### src/rtl/regfile_2r1w_pkg.sv
// Shared definitions for the 16-bit core register file.
// Holds the default widths, the register-address and data-word types, and
// the index of the hardwired zero register.
package regfile_2r1w_pkg;

  localparam int DATA_W_DEF = 16;
  localparam int ADDR_W_DEF = 5;

  typedef logic [ADDR_W_DEF-1:0] reg_addr_t;
  typedef logic [DATA_W_DEF-1:0] data_word_t;

  localparam int REG_ZERO = 0;

endpackage

### src/rtl/regfile_2r1w_read_port.sv
// One registered read port of the register file.
// Registers the addressed word and busy bit one cycle after a request.
// The same-edge write and reservation are forwarded, so the port returns
// the post-edge state. The zero register is masked to data 0 / busy 0.
// Ports:
//   clk, reset             clock, synchronous active-high reset
//   en, addr               read request and address
//   mem_word, busy_bit     stored word / busy bit at addr (pre-edge)
//   wr_en/wr_addr/wr_data  effective write this edge
//   rsv_en/rsv_addr        effective reservation this edge
//   data, valid, busy      registered read result
module regfile_read_port
  import regfile_2r1w_pkg::*;
#(
  parameter int DATA_W   = DATA_W_DEF,
  parameter int ADDR_W   = ADDR_W_DEF,
  parameter int ZERO_REG = 1
) (
  input  logic              clk,
  input  logic              reset,
  input  logic              en,
  input  logic [ADDR_W-1:0] addr,
  input  logic [DATA_W-1:0] mem_word,
  input  logic              busy_bit,
  input  logic              wr_en,
  input  logic [ADDR_W-1:0] wr_addr,
  input  logic [DATA_W-1:0] wr_data,
  input  logic              rsv_en,
  input  logic [ADDR_W-1:0] rsv_addr,
  output logic [DATA_W-1:0] data,
  output logic              valid,
  output logic              busy
);

  logic is_zero;
  logic wr_hit;
  logic rsv_hit;

  assign is_zero = (ZERO_REG != 0) && (addr == ADDR_W'(REG_ZERO));
  assign wr_hit  = wr_en && (wr_addr == addr);
  assign rsv_hit = rsv_en && (rsv_addr == addr);

  always_ff @(posedge clk) begin
    if (reset) begin
      data  <= '0;
      valid <= 1'b0;
      busy  <= 1'b0;
    end else begin
      valid <= en;
      // data/busy hold when no request is made
      if (en) begin
        if (is_zero) begin
          data <= '0;
          busy <= 1'b0;
        end else begin
          data <= wr_hit ? wr_data : mem_word;
          // a reservation on the same edge outranks the write's clear
          busy <= rsv_hit | (busy_bit & ~wr_hit);
        end
      end
    end
  end

endmodule

### src/rtl/regfile_2r1w.sv
// Two-read / one-write register file with write-first bypass, optional
// hardwired zero register and a per-register busy scoreboard.
// Ports:
//   clk, reset                       clock, synchronous active-high reset
//   ra_en/ra_addr -> ra_data/ra_valid/ra_busy   read port A (1-cycle)
//   rb_en/rb_addr -> rb_data/rb_valid/rb_busy   read port B (1-cycle)
//   wr_en/wr_addr/wr_data            write port (clears busy)
//   rsv_en/rsv_addr                  reservation (sets busy)
module regfile_2r1w
  import regfile_2r1w_pkg::*;
#(
  parameter int DATA_W   = DATA_W_DEF,
  parameter int ADDR_W   = ADDR_W_DEF,
  parameter int ZERO_REG = 1,
  parameter int INIT_IDX = 1
) (
  input  logic              clk,
  input  logic              reset,
  input  logic              ra_en,
  input  logic [ADDR_W-1:0] ra_addr,
  output logic [DATA_W-1:0] ra_data,
  output logic              ra_valid,
  output logic              ra_busy,
  input  logic              rb_en,
  input  logic [ADDR_W-1:0] rb_addr,
  output logic [DATA_W-1:0] rb_data,
  output logic              rb_valid,
  output logic              rb_busy,
  input  logic              wr_en,
  input  logic [ADDR_W-1:0] wr_addr,
  input  logic [DATA_W-1:0] wr_data,
  input  logic              rsv_en,
  input  logic [ADDR_W-1:0] rsv_addr
);

  localparam int DEPTH = 2 ** ADDR_W;

  logic [DATA_W-1:0] mem [DEPTH];
  logic [DEPTH-1:0]  busy;
  logic              wr_ok;
  logic              rsv_ok;

  // writes and reservations to the zero register are dropped here, so
  // neither storage nor the bypass paths ever see them
  assign wr_ok  = wr_en  && !((ZERO_REG != 0) && (wr_addr  == ADDR_W'(REG_ZERO)));
  assign rsv_ok = rsv_en && !((ZERO_REG != 0) && (rsv_addr == ADDR_W'(REG_ZERO)));

  always_ff @(posedge clk) begin
    if (reset) begin
      for (int i = 0; i < DEPTH; i++)
        mem[i] <= (INIT_IDX != 0) ? DATA_W'(i) : '0;
      busy <= '0;
    end else begin
      if (wr_ok) begin
        mem[wr_addr]  <= wr_data;
        busy[wr_addr] <= 1'b0;
      end
      // later assignment wins: reservation beats the write's clear
      if (rsv_ok)
        busy[rsv_addr] <= 1'b1;
    end
  end

  regfile_read_port #(
    .DATA_W(DATA_W), .ADDR_W(ADDR_W), .ZERO_REG(ZERO_REG)
  ) u_port_a (
    .clk      (clk),
    .reset    (reset),
    .en       (ra_en),
    .addr     (ra_addr),
    .mem_word (mem[ra_addr]),
    .busy_bit (busy[ra_addr]),
    .wr_en    (wr_ok),
    .wr_addr  (wr_addr),
    .wr_data  (wr_data),
    .rsv_en   (rsv_ok),
    .rsv_addr (rsv_addr),
    .data     (ra_data),
    .valid    (ra_valid),
    .busy     (ra_busy)
  );

  regfile_read_port #(
    .DATA_W(DATA_W), .ADDR_W(ADDR_W), .ZERO_REG(ZERO_REG)
  ) u_port_b (
    .clk      (clk),
    .reset    (reset),
    .en       (rb_en),
    .addr     (rb_addr),
    .mem_word (mem[rb_addr]),
    .busy_bit (busy[rb_addr]),
    .wr_en    (wr_ok),
    .wr_addr  (wr_addr),
    .wr_data  (wr_data),
    .rsv_en   (rsv_ok),
    .rsv_addr (rsv_addr),
    .data     (rb_data),
    .valid    (rb_valid),
    .busy     (rb_busy)
  );

endmodule

### config.mk
export PLATFORM = sky130hd
export DESIGN_NAME = regfile_2r1w
export DESIGN_NICKNAME = d
export VERILOG_FILES = /design/src/rtl/regfile_2r1w_pkg.sv /design/src/rtl/regfile_2r1w_read_port.sv /design/src/rtl/regfile_2r1w.sv
export SDC_FILE = /design/constraint.sdc
export NUM_CORES = 1
export LEC_CHECK = 0
export CORE_AREA = 2 2 323 325
export DETAILED_ROUTE_END_ITERATION = 8
export DIE_AREA = 0 0 325 327
export SYNTH_ARGS = -nofsm -noshare
export SYNTH_HDL_FRONTEND = slang
export SYNTH_SLANG_ARGS = --single-unit
### constraint.sdc
create_clock -name clk -period 3 [get_ports clk]
set_input_delay 0.6 -clock clk [delete_from_list [all_inputs] [get_ports clk]]
set_output_delay 0.6 -clock clk [all_outputs]
set_load 0.1 [all_outputs]
==> Yosys cells after proc, flatten, opt, wreduce, memory -nomap -nowiden <==
Memory sizes are Yosys's and may differ from the RTL's.
Index checks and enable logic that the tools add are counted.
{ "classes": {"eq_ne": 4, "n_reduce_logical": 15, "n_lt_le_gt_ge": 6, "muxes": 25, "bitwise": 9} }
{ "op_table": {"columns": ["cell", "n"], "rows": [
  ["$mux W32", 3],
  ["$mux W16", 5],
  ["$and A32 B32 Y32", 1],
  ["$not A32 Y32", 1],
  ["$or A32 B32 Y32", 1],
  ["$lt A5 B6 Y1 const B", 4],
  ["$eq A5 B5 Y1", 4],
  ["$logic_not A5 Y1", 4],
  ["$reduce_or A16 Y1", 1],
  ["$mux W1", 12],
  ["$bmux W1 S5", 2],
  ["$demux W1 S5", 2],
  ["$ge A5 B1 Y1 const B", 2],
  ["$logic_and A1 B1 Y1", 8],
  ["$mux W5", 1],
  ["$and A1 B1 Y1", 2],
  ["$logic_not A1 Y1", 2],
  ["$not A1 Y1", 2],
  ["$or A1 B1 Y1", 2]
]} }
{ "word_totals": {"memories": 1, "output_inout_bits": 36, "ram_bits": 512, "word_cells": 67, "ff_bits": 68, "inputBits": 42} }
{ "memory_table": {"columns": ["name", "depth", "width", "read_ports", "rd_clocked_by_memory_dff", "wr", "line_no", "rtl"], "rows": [
  ["mem", 32, 16, 2, 0, 32, "regfile_2r1w.sv:38", "logic [DATA_W-1:0] mem [DEPTH];"]
]} }

==> Logic depth before layout (Yosys ltp) <==
{ "logic_depth": {"depth_word": 10, "mapped_depth": 9, "ltp_nobuf": 5} }

==> Hierarchy <==
Synthesis repeated with hierarchy kept, for this count alone.
{ "unflattened": {"cells_unflattened": 2791, "area_unflattened_um2": 32160.8} }
{ "modules_own_cells": {"columns": ["mod", "cells_each", "area_per_inst_um2", "n_inst", "seq_area_each_um2"], "rows": [
  ["regfile_2r1w", 2559, 30151.4, 1, 16015.4],
  ["regfile_read_port", 116, 1004.7, 2, 360.3]
]} }

==> Least setup slack after synthesis <==
OpenSTA, ideal clock, no wires.
{ "synth_path": {"path_type": "input port to flip-flop", "start": "input port wr_addr[3]", "end": "memory mem[15][0] in the netlist's numbering (enable)", "path_buffers": 2, "stages": 4, "setup_time_ns": 0.394, "path_slack_ns": 0.448, "arrival_ns": 2.158, "required_time_ns": 2.606, "cell_sequence": "clkbuf_1 nand3b_1 clkbuf_1 o21bai_1"} }
{ "synth_rtl": {"columns": ["element", "line_no", "rtl"], "rows": [
  ["from (decl)", "regfile_2r1w.sv:30", "input logic [ADDR_W-1:0] wr_addr,"],
  ["to (decl)", "regfile_2r1w.sv:38", null]
]} }

==> impl_results.md <==
- First-pass DRT Iterations: 5
- Number of violations of the max-capacitance limit: 0
- Mean Syn Cell Area: 14.4 µm²
- Final Hold Vio Count: 0
- Async set or reset register ratio after synthesis: 0%
- Largest net degree at the start of global routing: 73
- Htree depth: 3
- Critical-path maximum fanout: 14
- Cell variety after synth: 64
- Period utilization: 85.6%
- Mapped Area: 30,700 µm²
- Post_cts resized: 0
- Area Overhead vs Synth: 19.5%
- Die Area: 106,000 µm²
- Sinks on Clock Net: 580
- Core area: 103,000 µm²
- Min-delay src: reset
- Port bufs: 77
- FP Rows: 118
- # hold bufs at CTS: 0
- CTS buffer count: 69
- Clk buf depth: 3
- CTS root buf: clkbuf_16
- NumNets Final: 2,319
- Die width: 325 µm
- Hold Path Class: input pin to flip-flop
- DR WL/cell: 28.2 µm
- Initial antenna violation count: 2
- DP Worst Slack: -0.112 ns
- Overall routed net length: 105,000 µm
- Max VDD drop: 0.441 mV
- #FFs+latches synth: 580
- Worst clock skew: 0.0206 ns
- Die span in y: 327 µm
- GR Util All Layers: 19.5%
- Sum Neg Setup Slack: 0 ns
- Startpoint Class: input pin
- Leak pwr: 12.4 nW
- Seq/Total Area, Yosys: 54.5%
- Initial Util: 29.8%
- Number of antenna diodes: 0
- Crit path kind: input pin to flip-flop
- RSZ-0062 raised after global routing: false
- # setup viols final: 0
- Via Count: 20,700
- Final Slew Violations: 0
- Fin worst setup slack: 0.431 ns
- CP startpoint: wr_addr[0]
- CTS tree: done
- DRC viols: 0
- Power Density: 565 nW/µm²
- Commonest non-fill, non-tap cell in the layout: edfxtp_1
- Slew HR: 12.8%
- GRT overflow: 0
- EDFF count, synth: 512
- Routability cong.: 0.912
- Post-CTS Setup Bufs: 0
- Vias in the first global route: 20,800
- Status: complete, no violations
- Crit path DAT: 3.04 ns
- Total power: 20.7 mW
- Fmax: 389 MHz
- DP HPWL: 71,800 µm
- Worst-Margin Slew: 1.30 ns
- Most frequent cells in the layout: edfxtp_1 (512), and2_1 (420), mux4_2 (264)
- First-pass GRT wire length: 151,000 µm
- Top FF cell, synth: edfxtp_1
- Crit end category: flip-flop
- Post-Syn Instances: 2,135
- Fraction of layout instances using a drive strength above 1: 28.1%
- DRT iter0 DRCs: 2,917
- Worst-skew pair later-pin latency: 0.62 ns
- Min Tclk post-route: 2.57 ns
- Reg-to-Reg Start: mem[7][3]$_SDFFCE_PN0P_
- Final ANT Viol Nets: 0
- I/O pin total: 78
- Required time of the critical path: 3.47 ns
- Hold Crit Depth: 1
- Clock Pin Slew Worst Setup and Hold Paths: 0.06 ns
- Reg2Reg Depth: 4
- Via/cell ratio: 5.57
- YS warnings: 0
==> state kept, by name (all words and copies together) (netlist names) <==
register / count
u_port_a.busy: 1
u_port_b.busy: 1
mem: 512
busy: 32
u_port_a.valid: 1
u_port_b.valid: 1
u_port_b.data: 16
u_port_a.data: 16
==> area by class of cell <==
type | count | area (µm²)
Multi-Input combinational cell | 1311 | 12900
Clock buffer | 86 | 1810
Clock inverter | 41 | 388
Tap cell | 1380 | 1730
Timing Repair Buffer | 282 | 3000
Sequential cell | 580 | 16700
Fill cell | 9751 | 66200
Inverter | 33 | 124
==> synth_stat cells (13+ instances only) <==
| cell type | number | area, µm² |
|---|---|---|
| nor2b_1 | 53 | 332 |
| dfxtp_1 | 68 | 1360 |
| xnor2_1 | 15 | 131 |
| o22a_1 | 16 | 140 |
| and2_1 | 420 | 2630 |
| or3_1 | 79 | 494 |
| clkbuf_1 | 141 | 529 |
| o221ai_1 | 15 | 131 |
| nor4_1 | 18 | 113 |
| a21o_1 | 20 | 150 |
| mux4_2 | 264 | 5950 |
| buf_4 | 13 | 97.6 |
| a211oi_1 | 43 | 323 |
| mux2_2 | 17 | 191 |
| a21oi_1 | 18 | 90.1 |
| a22oi_1 | 20 | 150 |
| o21ai_0 | 29 | 145 |
| nor2_1 | 49 | 184 |
| inv_1 | 32 | 120 |
| mux2i_1 | 31 | 310 |
| buf_2 | 51 | 255 |
| a221o_1 | 17 | 170 |
| nand2_1 | 26 | 97.6 |
| o22ai_1 | 39 | 244 |
| edfxtp_1 | 512 | 15400 |
| o31ai_1 | 16 | 120 |
==> kinds of logic (layout without fill, tap and decap cells) <==
kind of cell / count (synthesis) / in the layout / share of synthesized area [%]
mux: 312 / 312 / 21.0
other cells: 1 / 16 / 0.0122
compound gates: 261 / 261 / 6.30
xor+xnor: 20 / 20 / 0.571
simple gates: 702 / 702 / 13.8
buf+inv: 259 / 442 / 3.78
flops: 580 / 580 / 54.5
==> worst max-delay path, cell delays in order <==
cell             delay [ns]
clkdlybuf4s50_1        0.57
or2_1                  0.22
o21ai_4                0.09
buf_4                  0.14
or3_1                  0.39
nor2_1                 0.78
and2_1                 0.24
==> metrics by stage <==
| stage | utilization, % | instances | instance area [µm²] | hold WS, ns |
|---|---|---|---|---|
| finish | 35.7 | 3713 | 36700 | 0.329 |
| global route | 35.7 | 3713 | 36700 | 0.317 |
| CTS | 35.7 | 3713 | 36700 | 0.297 |
| detailed placement | 33.5 | 3586 | 34500 | 0.472 |
| global placement | 33.5 | 3586 | 34500 | 0.467 |
| floorplan | - | 2150 | 30700 | 0.452 |
==> metal layers <==
layer / vias to the layer above / part of all wire, % / track usage [%]
met4: 2 / 2.7 / 4.96
li1: 8541 / - / -
met2: 1162 / 46 / 31.0
met3: 178 / 10 / 4.69
met5: - / 0.012 / 0
met1: 10800 / 41 / 26.8
==> worst paths after layout <==
kind,slack [ns],end
worst max-delay path,0.43,mem[18][6]$_SDFFCE_PN0P_
worst min-delay path,0.33,mem[0][0]$_SDFFCE_PN0P_
worst max register to register,0.96,u_port_a.data[3]$_SDFFE_PP0P_
worst min register to register,0.49,busy[0]$_SDFF_PP0_
==> power breakdown <==
group          switching (mW)  internal (mW)  total [mW]
registers               0.281           9.24        9.52
clock network            3.52           4.77        8.29
logic                    1.74           1.17        2.91
total                    5.54           15.2        20.7
Power figures use the tool's default switching activity.
